==> src/rtl/fetch_sequencer.sv <==
// Instruction fetch sequencer: issues memory reads at iPC, captures the returned word
// into oIR and drives the PC block's increment/load/offset controls.
// Optional macro FETCH_SEQ_TIMEOUT_EN adds a WAIT-state timeout counter and a sticky FAULT state.
//
// state | meaning
// IDLE  | not fetching, waiting for iEn
// REQ   | read request issued at iPC
// WAIT  | waiting for iMemRdy
// HOLD  | oIR valid, waiting for iIRAck
// FAULT | memory timed out, held until iRst (macro builds only)
module fetch_sequencer #(
    parameter int TIMEOUT_CYCLES = 255
) (
    input  logic        iClk,
    input  logic        iRst,
    input  logic        iEn,
    input  logic [31:0] iPC,
    output logic [31:0] oMemAddr,
    output logic        oMemRd,
    input  logic        iMemRdy,
    input  logic [31:0] iMemData,
    output logic [31:0] oIR,
    output logic        oIRValid,
    input  logic        iIRAck,
    input  logic        iRedirect,
    input  logic        iRedirectAbs,
    input  logic [31:0] iRedirectVal,
    output logic        oPC_En,
    output logic        oPC_LoadEn,
    output logic        oPC_OffsetEn,
    output logic [31:0] oPC_Load,
    output logic [31:0] oPC_Offset,
    output logic        oBusy,
    output logic        oFault
);

`ifdef FETCH_SEQ_TIMEOUT_EN
    typedef enum logic [2:0] {
        IDLE  = 3'd0,
        REQ   = 3'd1,
        WAIT  = 3'd2,
        HOLD  = 3'd3,
        FAULT = 3'd4
    } state_t;
`else
    typedef enum logic [1:0] {
        IDLE = 2'd0,
        REQ  = 2'd1,
        WAIT = 2'd2,
        HOLD = 2'd3
    } state_t;
`endif

    state_t      state;
    state_t      state_nxt;
    logic [31:0] ir_q;
    logic        ir_valid_q;
    logic        ir_load;
    logic        ir_ack;
    logic        mem_rd;
    logic        pc_en;
    logic        pc_load_en;
    logic        pc_offset_en;
    logic [31:0] pc_load;
    logic [31:0] pc_offset;

`ifdef FETCH_SEQ_TIMEOUT_EN
    localparam int CNT_RAW = $clog2(TIMEOUT_CYCLES + 1);
    localparam int CNT_W   = (CNT_RAW < 8) ? 8 : ((CNT_RAW > 32) ? 32 : CNT_RAW);
    localparam logic [CNT_W-1:0] CNT_LAST = CNT_W'(TIMEOUT_CYCLES - 1);

    logic [CNT_W-1:0] wait_cnt;
    logic             fault_q;
    logic             timed_out;

    assign timed_out = (wait_cnt == CNT_LAST);
`else
    logic timed_out;

    assign timed_out = 1'b0;
`endif

    always_comb begin
        state_nxt    = state;
        mem_rd       = 1'b0;
        ir_load      = 1'b0;
        ir_ack       = 1'b0;
        pc_en        = 1'b0;
        pc_load_en   = 1'b0;
        pc_offset_en = 1'b0;
        pc_load      = 32'd0;
        pc_offset    = 32'd0;
        case (state)
            IDLE: begin
                if (iEn) state_nxt = REQ;
            end
            REQ: begin
                mem_rd    = 1'b1;
                state_nxt = WAIT;
            end
            WAIT: begin
                mem_rd = 1'b1;
                if (iMemRdy) begin
                    ir_load   = 1'b1;
                    pc_en     = 1'b1;
                    state_nxt = HOLD;
                end else if (timed_out) begin
`ifdef FETCH_SEQ_TIMEOUT_EN
                    state_nxt = FAULT;
`endif
                end
            end
            HOLD: begin
                if (iIRAck) begin
                    ir_ack    = 1'b1;
                    state_nxt = iEn ? REQ : IDLE;
                    if (iRedirect) begin
                        pc_en = 1'b1;
                        if (iRedirectAbs) begin
                            pc_load_en = 1'b1;
                            pc_load    = iRedirectVal;
                        end else begin
                            pc_offset_en = 1'b1;
                            pc_offset    = iRedirectVal;
                        end
                    end
                end
            end
            default: begin
                state_nxt = state;
            end
        endcase
    end

    always_ff @(posedge iClk) begin
        if (iRst) begin
            state      <= IDLE;
            ir_q       <= 32'd0;
            ir_valid_q <= 1'b0;
        end else begin
            state <= state_nxt;
            if (ir_load) begin
                ir_q       <= iMemData;
                ir_valid_q <= 1'b1;
            end else if (ir_ack) begin
                ir_valid_q <= 1'b0;
            end
        end
    end

`ifdef FETCH_SEQ_TIMEOUT_EN
    // Counter restarts from zero on every REQ->WAIT transition.
    always_ff @(posedge iClk) begin
        if (iRst) begin
            wait_cnt <= '0;
            fault_q  <= 1'b0;
        end else begin
            if (state == REQ)
                wait_cnt <= '0;
            else if (state == WAIT && !iMemRdy && !timed_out)
                wait_cnt <= wait_cnt + 1'b1;
            if (state_nxt == FAULT)
                fault_q <= 1'b1;
        end
    end

    assign oFault = fault_q;
`else
    assign oFault = 1'b0;
`endif

    // Reset gates every control output so nothing reaches memory or the PC on a reset edge.
    assign oMemAddr     = iPC;
    assign oMemRd       = mem_rd       & ~iRst;
    assign oBusy        = (state != IDLE) & ~iRst;
    assign oPC_En       = pc_en        & ~iRst;
    assign oPC_LoadEn   = pc_load_en   & ~iRst;
    assign oPC_OffsetEn = pc_offset_en & ~iRst;
    assign oPC_Load     = iRst ? 32'd0 : pc_load;
    assign oPC_Offset   = iRst ? 32'd0 : pc_offset;
    assign oIR          = ir_q;
    assign oIRValid     = ir_valid_q;

endmodule

==> config.mk <==
export PLATFORM = sky130hd
export DESIGN_NAME = fetch_sequencer
export DESIGN_NICKNAME = d
export VERILOG_FILES = /design/src/rtl/fetch_sequencer.sv
export SDC_FILE = /design/constraint.sdc
export NUM_CORES = 1
export LEC_CHECK = 0
export CAP_MARGIN = 20
export CELL_PAD_IN_SITES_DETAIL_PLACEMENT = 1
export CELL_PAD_IN_SITES_GLOBAL_PLACEMENT = 2
export CORE_UTILIZATION = 13
export CTS_CLUSTER_DIAMETER = 60
export DETAILED_ROUTE_END_ITERATION = 10
export PLACE_DENSITY_LB_ADDON = 0.1
export RECOVER_POWER = 25
export SYNTH_ARGS = -nofsm -noshare
export SYNTH_HDL_FRONTEND = slang
export SYNTH_SLANG_ARGS = --single-unit
==> constraint.sdc <==
create_clock -name iClk -period 3.3 [get_ports iClk]
set_input_delay 0.33 -clock iClk [delete_from_list [all_inputs] [get_ports iClk]]
set_output_delay 0.33 -clock iClk [all_outputs]
set_load 0.03 [all_outputs]
### Yosys cells after proc, flatten, opt, wreduce, memory -nomap -nowiden

Index checks and enable logic that the tools add are counted.
W data, S select, Z words.

* register bits after elaboration: 35
* latch bits: 0
* RAM bits: 0
* bits in read-only memories: 0
* input port bits: 103
* logic and storage cells: 53
* memories kept: 0

* add/sub/neg operators: 0
* multipliers: 0
* div/mod/pow operators: 0
* $lt $le $gt $ge: 0
* equal/unequal tests: 6
* shifts and indexed selects: 0
* mux-type cells: 33
* bitwise logic cells: 6
* reduce and logical (&&, ||, !) cells: 5

Operator list (number)
* $mux W32: 10
* $mux W1: 18
* $pmux W2 S4: 1
* $mux W2: 3
* $ne A2 B2 Y1 const B: 3
* $and A1 B1 Y1: 5
* $eq A2 B2 Y1 const B: 2
* $reduce_bool A2 Y1: 2
* $reduce_and A3 Y1: 1
* $eq A2 B1 Y1 const B: 1
* $logic_not A2 Y1: 1
* $pmux W1 S2: 1
* $reduce_or A2 Y1: 1
* $not A1 Y1: 1

### Depth between registers and ports, before layout

Gate-level depths: netlist of run 1.

* depth in word-level cells: 5
* gate-level depth with buffers: 7

### Least setup slack after synthesis of run 1

Ideal clock, no wire load.

* kind: register to output
* from: register state[1]
* to: output oPC_Offset[22]
* arrival: 1534 ps
* path slack: 1436 ps
* cell stages (with the launch flop): 6
* path through: dfxtp_1 -> ha_1 -> nand3_2 -> nor3_2 -> buf_2 -> and2_1

* word-level cells in the longest chain between the ends: 3

Ends and longest elaborated chain
* from (decl): RTL line 54 `state_t state;`
* from (signal assigned): RTL line 141 `state <= state_nxt;`
* $eq A2 B2 Y1: RTL line 93 `case (state)`
* $mux W32: RTL line 93
* $mux W32: RTL line 180 `assign oPC_Offset = iRst ? 32'd0 : pc_offset;`
* to (decl): RTL line 32 `output logic [31:0] oPC_Offset,`

No other way between the ends.

### Final worst setup path of run 1

* from: register state[1]
* to: output oPC_Load[3]

* word-level cells in the longest chain between the ends: 3

Ends and longest elaborated chain
* $eq A2 B2 Y1: RTL line 93
* $mux W32: RTL line 93
* $mux W32: RTL line 179 `assign oPC_Load = iRst ? 32'd0 : pc_load;`
* to (decl): RTL line 31 `output logic [31:0] oPC_Load,`

No other way between the ends.

==> results of run 1 <==
cell usage in the layout, fill, tap and decap left out, drive strengths merged:
| cell | n |
|---|---|
| a211oi | 1 |
| a21oi | 35 |
| a221oi | 1 |
| and2 | 65 |
| buf | 38 |
| bufinv | 1 |
| clkbuf | 6 |
| clkdlybuf4s50 | 139 |
| clkinv | 2 |
| conb | 1 |
| dfxtp | 35 |
| ha | 3 |
| inv | 2 |
| nand2 | 66 |
| nand2b | 3 |
| nand3 | 1 |
| nand4 | 1 |
| nor2 | 2 |
| nor2b | 4 |
| nor3 | 2 |
| nor3b | 1 |
| o2111ai | 1 |
| o31ai | 1 |
logic make-up (layout without fill, tap and decap cells):
kind of cell | Yosys count | count (layout)
AND/OR/NAND/NOR | 145 | 145
buffers and inverters | 52 | 188
flip-flops | 35 | 35
adder cells (fa/ha/maj) | 3 | 3
AO/OA/AOI/OAI | 39 | 39
other | 1 | 1
power by group through the flow:
stage               Sequential (mW)  Clock (mW)  Combinational, mW
CTS                           0.511       0.586              0.600
detailed placement            0.521           0              0.597
floorplan                     0.601           0              0.303
global route                  0.519       0.610              0.642
global placement              0.517           0              0.595
finish                        0.510       0.554              0.584
through the flow:
step	power, mW	setup WS, ns
2_1_floorplan	0.903	1.44
3_3_place_gp	1.11	0.631
3_5_place_dp	1.12	0.566
4_1_cts	1.70	0.485
5_1_grt	1.77	0.319
6_report	1.65	0.525
cell type report:
type	instances	area (µm²)	share of cell area
inverters	2	7.51	0.00191
multi-input cells	188	1000	0.256
clock inverters	3	43.8	0.0112
well taps	211	264	0.0673
flip-flops and latches	35	701	0.179
clock buffers	5	125	0.0319
repair buffers	178	1780	0.453
how the worst max path moves through the flow:
| stage | from | endpoint | slack, ns | cells past startpoint |
|---|---|---|---|---|
| after floorplan | state[1]$_SDFFE_PP0P_ | oPC_Offset[22] | 1.44 | 5 |
| after global placement | iIRAck | oPC_Load[3] | 0.63 | 6 |
| after detailed placement | iIRAck | oPC_Load[3] | 0.57 | 6 |
| after CTS | state[1]$_SDFFE_PP0P_ | oPC_Load[3] | 0.49 | 6 |
| after global routing | state[1]$_SDFFE_PP0P_ | oPC_Load[22] | 0.32 | 6 |
| final | state[1]$_SDFFE_PP0P_ | oPC_Load[3] | 0.53 | 6 |
metal layers:
| layer | vias to the layer above | GRT usage | wire [µm] |
|---|---|---|---|
| met3 | 20 | 0.0455 | 902 |
| li1 | 1098 | - | - |
| met4 | 0 | 0.0381 | 150 |
| met5 | - | 0 | 0 |
| met1 | 1022 | 0.122 | 3690 |
| met2 | 124 | 0.174 | 3990 |
Yosys cell counts:
library cell / count / area [µm²]
nor3_2: 1 / 10.0
buf_6: 3 / 33.8
buf_2: 8 / 40.0
a211oi_1: 1 / 7.51
nand2_1: 66 / 248
inv_1: 2 / 7.51
o31ai_1: 1 / 7.51
conb_1: 1 / 3.75
nor3_1: 1 / 5.00
nand2b_1: 3 / 18.8
nor3b_4: 1 / 18.8
nor2_1: 2 / 7.51
ha_1: 3 / 37.5
nor2b_1: 4 / 25.0
clkbuf_1: 5 / 18.8
nand3_2: 1 / 10.0
o2111ai_1: 1 / 8.76
buf_1: 1 / 3.75
and2_1: 65 / 407
buf_4: 33 / 248
a221oi_1: 1 / 8.76
a21oi_1: 35 / 175
nand4_1: 1 / 6.26
dfxtp_1: 35 / 701
registers in the layout, summed over array words and instances, names as in the netlist:
register and cells:
oIR 32, oIRValid 1, state 2
==> flow_summary.yaml, run 1 <==
floorplanning:
  dieArea_um2: 16300
  die_w_um: 128
  top_level_ports: 238
  rows: 45
  initial_core_util: 0.134
  core_um2: 15300
  die_h_um: 128
grt:
  grt.overflow.total: 0
  grt_max_degree: 34
  grt_pass1_wl_mm: 12.9
  grt_usage: 0.106
  antenna_found_initial: 0
  grt_pass1_vias: 2238
layout:
  n_antenna_cell: 0
  area_growth_pct: 90.8
  fillers: 1838
  final_cells: 622
  post-route-util: 0.256
  drive_gt1_frac: 0.119
  final_net_count: 516
  stdcell_area_um2: 3920
clock_tree:
  root_buffer: "clkbuf_16"
  cts_tree: "yes"
  cts-htree-levels: 2
  cts_setup_buffers: 0
  insertion_delay_ns: 0.28
  cts_buffers: 5
  hold_buffers: 0
  cts.sinks: 35
  cts-resized-gates: 0
  clk_pin_slew_ns: 0.06
  clock_path_buffers: 2
drt:
  drt-total-wl_mm: 8.74
  drtIter0Drc: 16
  dr.pass1.iters: 4
  ant_nets: 0
  wire_per_inst_um: 14.0
  routed_via_density: 3.64
  drc: 0
  vias: 2264
power_and_ir_drop:
  swShare: 0.338
  p_per_area_nw_per_um2: 420
  p_int_mw: 1.09
  leakage_nw: 1.44
  p_sw_uw: 556
  p_seq_frac: 0.310
  p_clk_frac: 0.336
  p_comb_frac: 0.354
  ir_worst_vdd_v: 0.000237
timing:
  holdWs_ns: 0.388
  max_freq_ghz: 0.360
  rsz0062_at_grt: "false"
  tightest_slew_ns: 1.69
  period_share: 0.841
  fin_worst_skew_ns: 0.00552
  hold_viol_final: 0
  setup_violations: 0
  drv_slew: 34
  fin_crit_ns: 2.77
  fin_setup_tns_ns: 0
  slew_headroom: -0.130
yosys:
  seq_area_frac_synth: 0.341
  synth_warnings: 0
  synth.area.mux_share: 0
  synth_top_family_by_area: "simple AND/OR/NAND/NOR gates"
  synthAdderAreaFrac: 0.0182
  ys_ff_latch: 35
  synth_nets: 381
  avgSynthCellArea_um2: 7.48
  synth_area_um2: 2060
  yosysUniqueCellTypes: 24
  synth_compound_area_frac: 0.101
  netlist_instances: 275
  synthSimpleGateAreaFrac: 0.367
  yosys.area_share.xor_xnor: 0
worst_setup_path:
  required_ns: 2.97
  startpoint_type: "flip-flop"
  path_buf_inv: 2
  reg2reg_from: "state[0]$_SDFFE_PP0P_"
  r2r.worst_path.cells: 6
  end_kind: "primary output"
  cp_max_fo: 24
  crit_chain: "ha_1 -> nand3_2 -> nor3b_4 -> buf_4 -> and2_1 -> clkdlybuf4s50_1"
  max_stage_delay_ns: 0.68
  critPathArrivalTime_ns: 2.44
  cp_slowest_cell: "clkdlybuf4s50_1"
  rrSetupSlack_ns: 0.84
  crit_type: "reg -> out"
  r2r-end: "oIR[10]$_SDFFE_PP0P_"
  crit_family: "buffers and inverters"
worst_hold_path:
  min_path_cells: 2
  hold_start: "iRst"
  hold_path.class: "in -> reg"
  holdPathEnd: "oIR[0]$_SDFFE_PP0P_"
outcome:
  status: "finished, violations left"
  violations: "max-capacitance violations, max-slew violations"
placement:
  placedInstanceArea_um2: 3760
  placed_cells: 614
  numPortBuffers: 172
  hpwlAfterDp_mm: 6.63
  gp_congestion: 0.705
flow_run:
  cap_violations: 1
(Power assumes the default switching activity.)
==> run 2: changes to the inputs <==
--- a/config.mk
+++ b/config.mk
@@ -8,7 +8,7 @@
 export CAP_MARGIN = 20
 export CELL_PAD_IN_SITES_DETAIL_PLACEMENT = 1
 export CELL_PAD_IN_SITES_GLOBAL_PLACEMENT = 2
-export CORE_UTILIZATION = 13
+export CORE_UTILIZATION = 11
 export CTS_CLUSTER_DIAMETER = 60
 export DETAILED_ROUTE_END_ITERATION = 10
 export PLACE_DENSITY_LB_ADDON = 0.1
==> constraint.sdc (replaced) <==
create_clock -name iClk -period 2.4 [get_ports iClk]
set_input_delay 0.24 -clock iClk [delete_from_list [all_inputs] [get_ports iClk]]
set_output_delay 0.24 -clock iClk [all_outputs]
set_load 0.03 [all_outputs]
==> flow_summary.yaml, run 2 (same netlist as run 1, synthesis figures left out) <==
clock_tree:
  cts_tree: "yes"
  cts_buffers: 5
  cts-resized-gates: 0
  clock_path_buffers: 2
  root_buffer: "clkbuf_16"
  cts_setup_buffers: 0
  hold_buffers: 0
  cts.sinks: 35
  clk_pin_slew_ns: 0.06
  insertion_delay_ns: 0.29
  cts-htree-levels: 2
drt:
  drt-total-wl_mm: 9.00
  routed_via_density: 3.53
  vias: 2266
  ant_nets: 0
  dr.pass1.iters: 10
  drc: 25
  wire_per_inst_um: 14.0
  drtIter0Drc: 74
worst_setup_path:
  cp_max_fo: 23
  end_kind: "primary output"
  critPathArrivalTime_ns: 1.92
  startpoint_type: "flip-flop"
  rrSetupSlack_ns: 0.64
  required_ns: 2.16
  crit_type: "reg -> out"
timing:
  drv_slew: 0
  slew_headroom: 0.480
  fin_setup_tns_ns: 0
  period_share: 0.900
  rsz0062_at_grt: "false"
  holdWs_ns: 0.455
  fin_crit_ns: 2.16
  hold_viol_final: 0
  tightest_slew_ns: 0.780
  fin_worst_skew_ns: 0.00385
  max_freq_ghz: 0.463
  setup_violations: 0
  final.setup.worst_slack_ns: 0.240
grt:
  grt.overflow.total: 0
  antenna_found_initial: 0
  grt_max_degree: 34
  grt_usage: 0.0928
  grt_pass1_vias: 2304
  grt_pass1_wl_mm: 13.5
outcome:
  status: "finished, violations left"
  violations: "design-rule violations"
layout:
  final_cells: 642
  final_cell_mix: "98 x clkdlybuf4s50_1, 69 x buf_4, 66 x nand2_1, 65 x and2_1"
  n_antenna_cell: 0
  post-route-util: 0.210
  largest_reg_flops: 32
  drive_gt1_frac: 0.206
  stdcell_area_um2: 3810
  final_net_count: 518
  layout_commonest_cell: "clkdlybuf4s50_1"
  area_growth_pct: 85.0
floorplanning:
  rows: 49
  die_h_um: 139
  die_w_um: 139
  initial_core_util: 0.113
  core_um2: 18100
  dieArea_um2: 19300
  top_level_ports: 238
placement:
  hpwlAfterDp_mm: 6.83
  placed_cells: 634
  placedInstanceArea_um2: 3670
  numPortBuffers: 172
  place_ws_ns: 0.401
  gp_congestion: 0.738
power_and_ir_drop:
  p_per_area_nw_per_um2: 565
  ir_worst_vdd_v: 0.000360
  leakage_nw: 1.53
  report.power.total_mw: 2.15
worst_hold_path:
  hold_path.class: "reg -> reg"
flow_run:
  cap_violations: 0
## run 2: cell count changes in the layout (fill, tap and decap cells not counted)
cell | previous run | this run
dlygate4sd3_1 | 0 | 6
and2_0 | 1 | 0
clkdlybuf4s50_1 | 139 | 98
buf_12 | 8 | 5
clkbuf_1 | 1 | 2
and2_1 | 64 | 65
clkbuf_2 | 0 | 1
clkinv_4 | 1 | 0
buf_4 | 29 | 69
bufinv_16 | 1 | 0
## run 2: cell type report
type	instances	area, µm²
Multi-Input combinational cell	188	1000
Fill cell	2160	14300
Inverter	2	7.51
Clock buffer	7	133
Sequential cell	35	701
Timing Repair Buffer	180	1670
Clock inverter	1	5.00
Tap cell	229	287
## run 2: metal layers
| metal | track usage | share of wire | vias to the layer above |
|---|---|---|---|
| li1 | - | - | 1102 |
| met1 | 0.107 | 0.41 | 1015 |
| met2 | 0.150 | 0.45 | 135 |
| met3 | 0.0425 | 0.12 | 14 |
| met4 | 0.0345 | 0.015 | 0 |
| met5 | 0 | 0 | - |
## run 2: power by group
part           internal [mW]  switching (mW)  total, mW  leakage [nW]
clock network          0.384           0.264      0.648        0.0679
logic                  0.350           0.452      0.801          1.18
registers              0.657          0.0452      0.702         0.283
## run 2: worst paths after layout
path / startpoint / endpoint / cells after the start
worst max-delay path: state[1]$_SDFFE_PP0P_ / oPC_Load[8] / 6
worst max register to register: state[0]$_SDFFE_PP0P_ / oIR[7]$_SDFFE_PP0P_ / 6
worst min-delay path: oIR[17]$_SDFFE_PP0P_ / oIR[17]$_SDFFE_PP0P_ / 2
worst min register to register: oIR[17]$_SDFFE_PP0P_ / oIR[17]$_SDFFE_PP0P_ / 2
## run 2: critical path, stage by stage, from the launching register on
cell	delay, ns
dfxtp_1	0.41
ha_1	0.29
nand3_2	0.15
nor3b_4	0.23
buf_4	0.24
and2_1	0.17
buf_4	0.16
==> run 3: changes to the inputs <==
--- a/config.mk
+++ b/config.mk
@@ -8,6 +8,7 @@
 export CAP_MARGIN = 20
 export CELL_PAD_IN_SITES_DETAIL_PLACEMENT = 1
 export CELL_PAD_IN_SITES_GLOBAL_PLACEMENT = 2
+export CORE_MARGIN = 2
 export CORE_UTILIZATION = 11
 export CTS_CLUSTER_DIAMETER = 60
 export DETAILED_ROUTE_END_ITERATION = 10
==> constraint.sdc (replaced) <==
create_clock -name iClk -period 2.4 [get_ports iClk]
set_input_delay 0.24 -clock iClk [delete_from_list [all_inputs] [get_ports iClk]]
set_output_delay 0.24 -clock iClk [all_outputs]
set_load 0.05 [all_outputs]
==> flow_summary.yaml, run 3 (same netlist as run 1, synthesis figures left out) <==
flow_run:
  cap_violations: 0
worst_setup_path:
  required_ns: 2.16
  crit_type: "reg -> out"
  critPathArrivalTime_ns: 1.97
  crit_chain: "inv_1 -> ha_1 -> nor2b_1 -> clkdlybuf4s50_1"
  cp_slowest_cell: "clkdlybuf4s50_1"
  max_stage_delay_ns: 0.81
  critPathLaunch: "state[1]$_SDFFE_PP0P_"
  cp_max_fo: 5
  startpoint_type: "flip-flop"
  end_kind: "primary output"
  reg2reg_from: "state[0]$_SDFFE_PP0P_"
floorplanning:
  initial_core_util: 0.111
  rows: 50
  die_w_um: 141
  dieArea_um2: 19800
  top_level_ports: 238
  core_um2: 18500
  die_h_um: 141
timing:
  holdWs_ns: 0.379
  setup_violations: 0
  rsz0062_at_grt: "false"
  period_share: 0.922
  final.setup.worst_slack_ns: 0.187
  hold_viol_final: 0
  slew_headroom: 0.434
  fin_crit_ns: 2.21
  max_freq_ghz: 0.452
  fin_setup_tns_ns: 0
  drv_slew: 0
  fin_worst_skew_ns: 0.00357
  tightest_slew_ns: 0.849
placement:
  place_ws_ns: 0.381
  placedInstanceArea_um2: 4460
  placed_cells: 637
  hpwlAfterDp_mm: 7.00
  numPortBuffers: 172
  gp_congestion: 0.711
grt:
  grt_usage: 0.0879
  grt.overflow.total: 0
  antenna_found_initial: 1
  grt_pass1_wl_mm: 13.5
  grt_max_degree: 34
  grt_pass1_vias: 2274
worst_hold_path:
  hold_path.class: "in -> reg"
  hold_start: "iRst"
layout:
  layout_commonest_cell: "clkdlybuf4s50_1"
  stdcell_area_um2: 4610
  post-route-util: 0.249
  largest_reg_flops: 32
  n_antenna_cell: 0
  area_growth_pct: 124
  final_cell_mix: "104 x clkdlybuf4s50_1, 69 x buf_12, 66 x nand2_1, 65 x and2_1"
  final_net_count: 516
  final_cells: 645
  drive_gt1_frac: 0.202
clock_tree:
  cts-resized-gates: 0
  cts-htree-levels: 2
  cts_setup_buffers: 0
  cts.sinks: 35
  clock_path_buffers: 2
  cts_buffers: 5
  clk_pin_slew_ns: 0.06
  hold_buffers: 0
  root_buffer: "clkbuf_16"
  cts_tree: "yes"
  insertion_delay_ns: 0.28
drt:
  dr.pass1.iters: 3
  ant_nets: 0
  wire_per_inst_um: 14.3
  routed_via_density: 3.58
  drtIter0Drc: 34
  vias: 2307
  drc: 0
  drt-total-wl_mm: 9.23
outcome:
  status: "completed"
power_and_ir_drop:
  report.power.total_mw: 2.35
  ir_worst_vdd_v: 0.000219
  p_per_area_nw_per_um2: 509
  leakage_nw: 1.67
-- run 3: cell count changes in the layout (fill, tap and decap cells not counted), sizes merged --
cell	delta
clkbuf	+2
dlygate4sd3	-6
buf	-3
clkinv	-1
clkdlybuf4s50	+6
-- run 3: power by group --
part	switching, mW	internal, mW	leakage (nW)
registers	0.0451	0.657	0.283
logic	0.582	0.370	1.31
clock network	0.253	0.442	0.0772
-- run 3: layout make-up --
class                      count  area, µm²
multi-input combinational    188       1000
clock buffer                   8        156
inverter                       2       7.51
sequential                    35        701
fill                        2130      13900
tap                          234        293
timing repair buffer         178       2450
-- run 3: final timing paths --
check | depth (start not counted) | slack (ns) | end
setup / recovery | 4 | 0.19 | oMemRd
hold / removal | 2 | 0.38 | oIR[0]$_SDFFE_PP0P_
setup reg to reg | 6 | 0.61 | oIR[11]$_SDFFE_PP0P_
hold reg to reg | 2 | 0.45 | oIR[19]$_SDFFE_PP0P_
-- run 3: metal layers --
metal  vias to the layer above  part of all wire  track usage
met2                       139              0.42        0.132
li1                       1100                 -            -
met3                        20              0.11       0.0374
met4                         2             0.020       0.0284
met1                      1046              0.46        0.114
met5                         -            0.0014            0
-- run 3: worst max-delay path: cells and delay by family (launching register included) --
kind | cells | cell delay (ns)
buf+inv | 2 | 0.87
fa+ha+maj | 1 | 0.29
flops | 1 | 0.41
simple gates | 1 | 0.13
==> RTL edit: new RTL, settings of run 2 <==
Encoding of `state_t`: now one-hot (4 bits for 4 states).
--- a/src/rtl/fetch_sequencer.sv
+++ b/src/rtl/fetch_sequencer.sv
@@ -43,11 +43,11 @@
         FAULT = 3'd4
     } state_t;
 `else
-    typedef enum logic [1:0] {
-        IDLE = 2'd0,
-        REQ  = 2'd1,
-        WAIT = 2'd2,
-        HOLD = 2'd3
+    typedef enum logic [3:0] {
+        IDLE = 4'b0001,
+        REQ  = 4'b0010,
+        WAIT = 4'b0100,
+        HOLD = 4'b1000
     } state_t;
 `endif
 
Function: no difference found for any inputs over 4 cycles, from zero or initial values and one cycle with iRst high; so few cycles prove little.
==> RTL edit against run 2 <==
  * Area after synthesis increased by 22%
  * Synthesized cell count grew 4.7%
  * Design area grew 13%
  * Sequential cell count grew 2
  * Wire length rose by 3.8%
  * Utilization is 1.5 points lower
  * Setup slack got worse by 0.067 ns
  * Critical path type unchanged
  * Largest cell class unchanged
  * Highest routed layer unchanged
Power is not compared: it rests on default switching activity, and its combinational part moved more than twofold at a synthesized area within 25%.
==> RTL edit: results (changes against run 2) <==
clock_network:
  ctsResizeCount: 0  # unchanged
  clockBufferDepth: 2  # unchanged
  h-tree-depth: 2  # unchanged
  clk_latency_ns: 0.28
  clkSlewWorstSetupHoldPaths_ns: 0.05
  cts_root_buf: "clkbuf_16"  # unchanged
worst_setup_path:
  crit_family: "simple AND/OR/NAND/NOR gates"  # unchanged
  reg2reg_slack_ns: 0.50  # was 0.64 ns
  r2r_end: "oIR[8]$_SDFFE_PP0P_"  # was oIR[7]$_SDFFE_PP0P_
  worst-path-max-fanout: 33  # was 23
  rr_startpoint: "state[0]$_SDFFE_PP1P_"  # was state[0]$_SDFFE_PP0P_
  critPathSlowestCell: "or4b_4"  # was dfxtp_1
  crit_path_max_incr_delay_ns: 0.56  # was 0.41 ns
  r2r.worst_path.cells: 5  # was 6
  cp_data_arrival_time_ns: 1.99  # was 1.92 ns
logic_synthesis:
  syn_nets: 391  # was 381
  synth_common_cells: "64 x nand2b_1, 58 x and2_1, 37 x dfxtp_1"  # was 66 x nand2_1, 65 x and2_1, 35 x a21oi_1, 35 x dfxtp_1, 33 x buf_4
  synth-main-ff-cell: "dfxtp_1"  # unchanged
  synth_area_leaders: "dfxtp_1 29%, nand2b_1 16%, and2_1 14%, mux2i_1 13%, buf_4 10%"  # was dfxtp_1 34%, and2_1 20%, buf_4 12%, nand2_1 12%, a21oi_1 8.5%
  yosysSeqAreaShare_pct: 29.4  # was 34.1%
  async_reset_ff_share_pct: 0  # unchanged
  netlist-cell-type-count: 33  # was 24
pwr:
  vdd_ir_drop_max_mv: 0.240
  power_leakage_uw: 0.00163
min_path:
  hold_path_depth: 2  # unchanged
  hold_path.class: "input port to register"  # was register to register
  min_from: "iRst"  # was oIR[17]$_SDFFE_PP0P_
  min_to: "oIRValid$_SDFFE_PP0P_"  # was oIR[17]$_SDFFE_PP0P_
routing:
  drt-initial-drc-count: 71  # was 74
  dr.pass1.iters: 4  # was 10
  num_vias: 2354  # was 2266
  drt-total-wl_um: 9340  # was 9000 um
layout:
  nNetsFinal: 521  # was 518
  drive_gt1_share_pct: 22.1  # was 20.6%
  nFillCells: 2574  # was 2160
  largest_reg_flops: 32  # unchanged
  num_antenna_cells: 0  # unchanged
placed_design:
  port_buffers: 172  # unchanged
  place_area_um2: 4180  # was 3670 um^2
  place_congestion: 0.678  # was 0.738
  hpwl_um: 7180  # was 6830 um
  place_ws_ns: 0.191  # was 0.401 ns
run_status:
  status: "finished, final reports clean"  # was complete, but fails checks
grt:
  grt_max_degree: 54  # was 34
  grt_pass1_wl_um: 14000  # was 13500 um
  first_global_vias: 2423  # was 2304
  gr-usage-all-layers_pct: 7.74  # was 9.28%
timing:
  clock-skew-final_ns: 0.00730  # was 0.00385 ns
  setup_viol: 0  # unchanged
RTL edit: cell types whose count changed in the layout (fill, tap and decap cells not counted), moves of 4 or more:
cell      before  now
nand2b_1       3   64
and2_1        65   58
buf_12         5    9
mux2i_1        0   32
nand2_1       66    4
nor2b_1        4    0
and2_2         0    6
buf_4         69   63
a21oi_1       35    4
RTL edit: worst max path at each step:
stage | from | to | slack, ns | cells past startpoint
global placement | iRedirect | oPC_Offset[9] | 0.22 | 6
finish | state[1]$_SDFFE_PP0P_ | oPC_Offset[9] | 0.17 | 5
CTS | state[1]$_SDFFE_PP0P_ | oPC_Offset[9] | 0.15 | 5
floorplan | state[0]$_SDFFE_PP1P_ | oPC_Load[22] | 0.40 | 5
global route | state[1]$_SDFFE_PP0P_ | oPC_Offset[9] | 0.05 | 5
detailed placement | iRedirect | oPC_Offset[5] | 0.19 | 6
RTL edit: worst register-to-register path: cells and delay by family (launching register included):
kind,cells,cell delay [ns]
buf+inv,2,0.52
mux,1,0.23
simple gates,2,0.77
flops,1,0.32
RTL edit: per-stage QoR:
step | hold slack [ns] | instances
global route | 0.457 | 697
floorplan | 0.353 | 288
detailed placement | 0.464 | 691
global placement | 0.459 | 691
CTS | 0.443 | 697
finish | 0.419 | 697
RTL edit: area by class of cell:
cell class | count | area, um^2 | share of cell area (%)
tap | 280 | 350 | 8.14
multi-input combinational | 192 | 1370 | 31.7
clock buffer | 5 | 125 | 2.91
inverter | 4 | 15.0 | 0.349
clock inverter | 1 | 5.00 | 0.116
timing repair buffer | 178 | 1700 | 39.6
sequential | 37 | 741 | 17.2
RTL edit: kinds of logic (layout without fill, tap and decap cells):
logic type / after synthesis / after routing / share of synthesized area (%)
simple gates: 144 / 144 / 37.0
mux: 32 / 32 / 12.7
buf+inv: 59 / 188 / 16.3
other cells: 1 / 1 / 0.149
compound gates: 14 / 14 / 4.03
xor+xnor: 1 / 1 / 0.348
flops: 37 / 37 / 29.4
RTL edit: power by group through the flow:
stage	Sequential, uW	Clock [uW]	Combinational, uW
finish	628	645	235
global route	629	704	255
detailed placement	642	0	244
global placement	643	0	241
floorplan	643	0	189
CTS	628	686	245
RTL edit: per-layer routing:
| metal | share of wire (%) | global-route usage (%) | vias up |
|---|---|---|---|
| li1 | - | - | 1143 |
| met1 | 39 | 8.29 | 1042 |
| met2 | 46 | 13.0 | 146 |
| met3 | 13 | 3.77 | 23 |
| met4 | 2.2 | 3.17 | 0 |
| met5 | 0 | 0 | - |
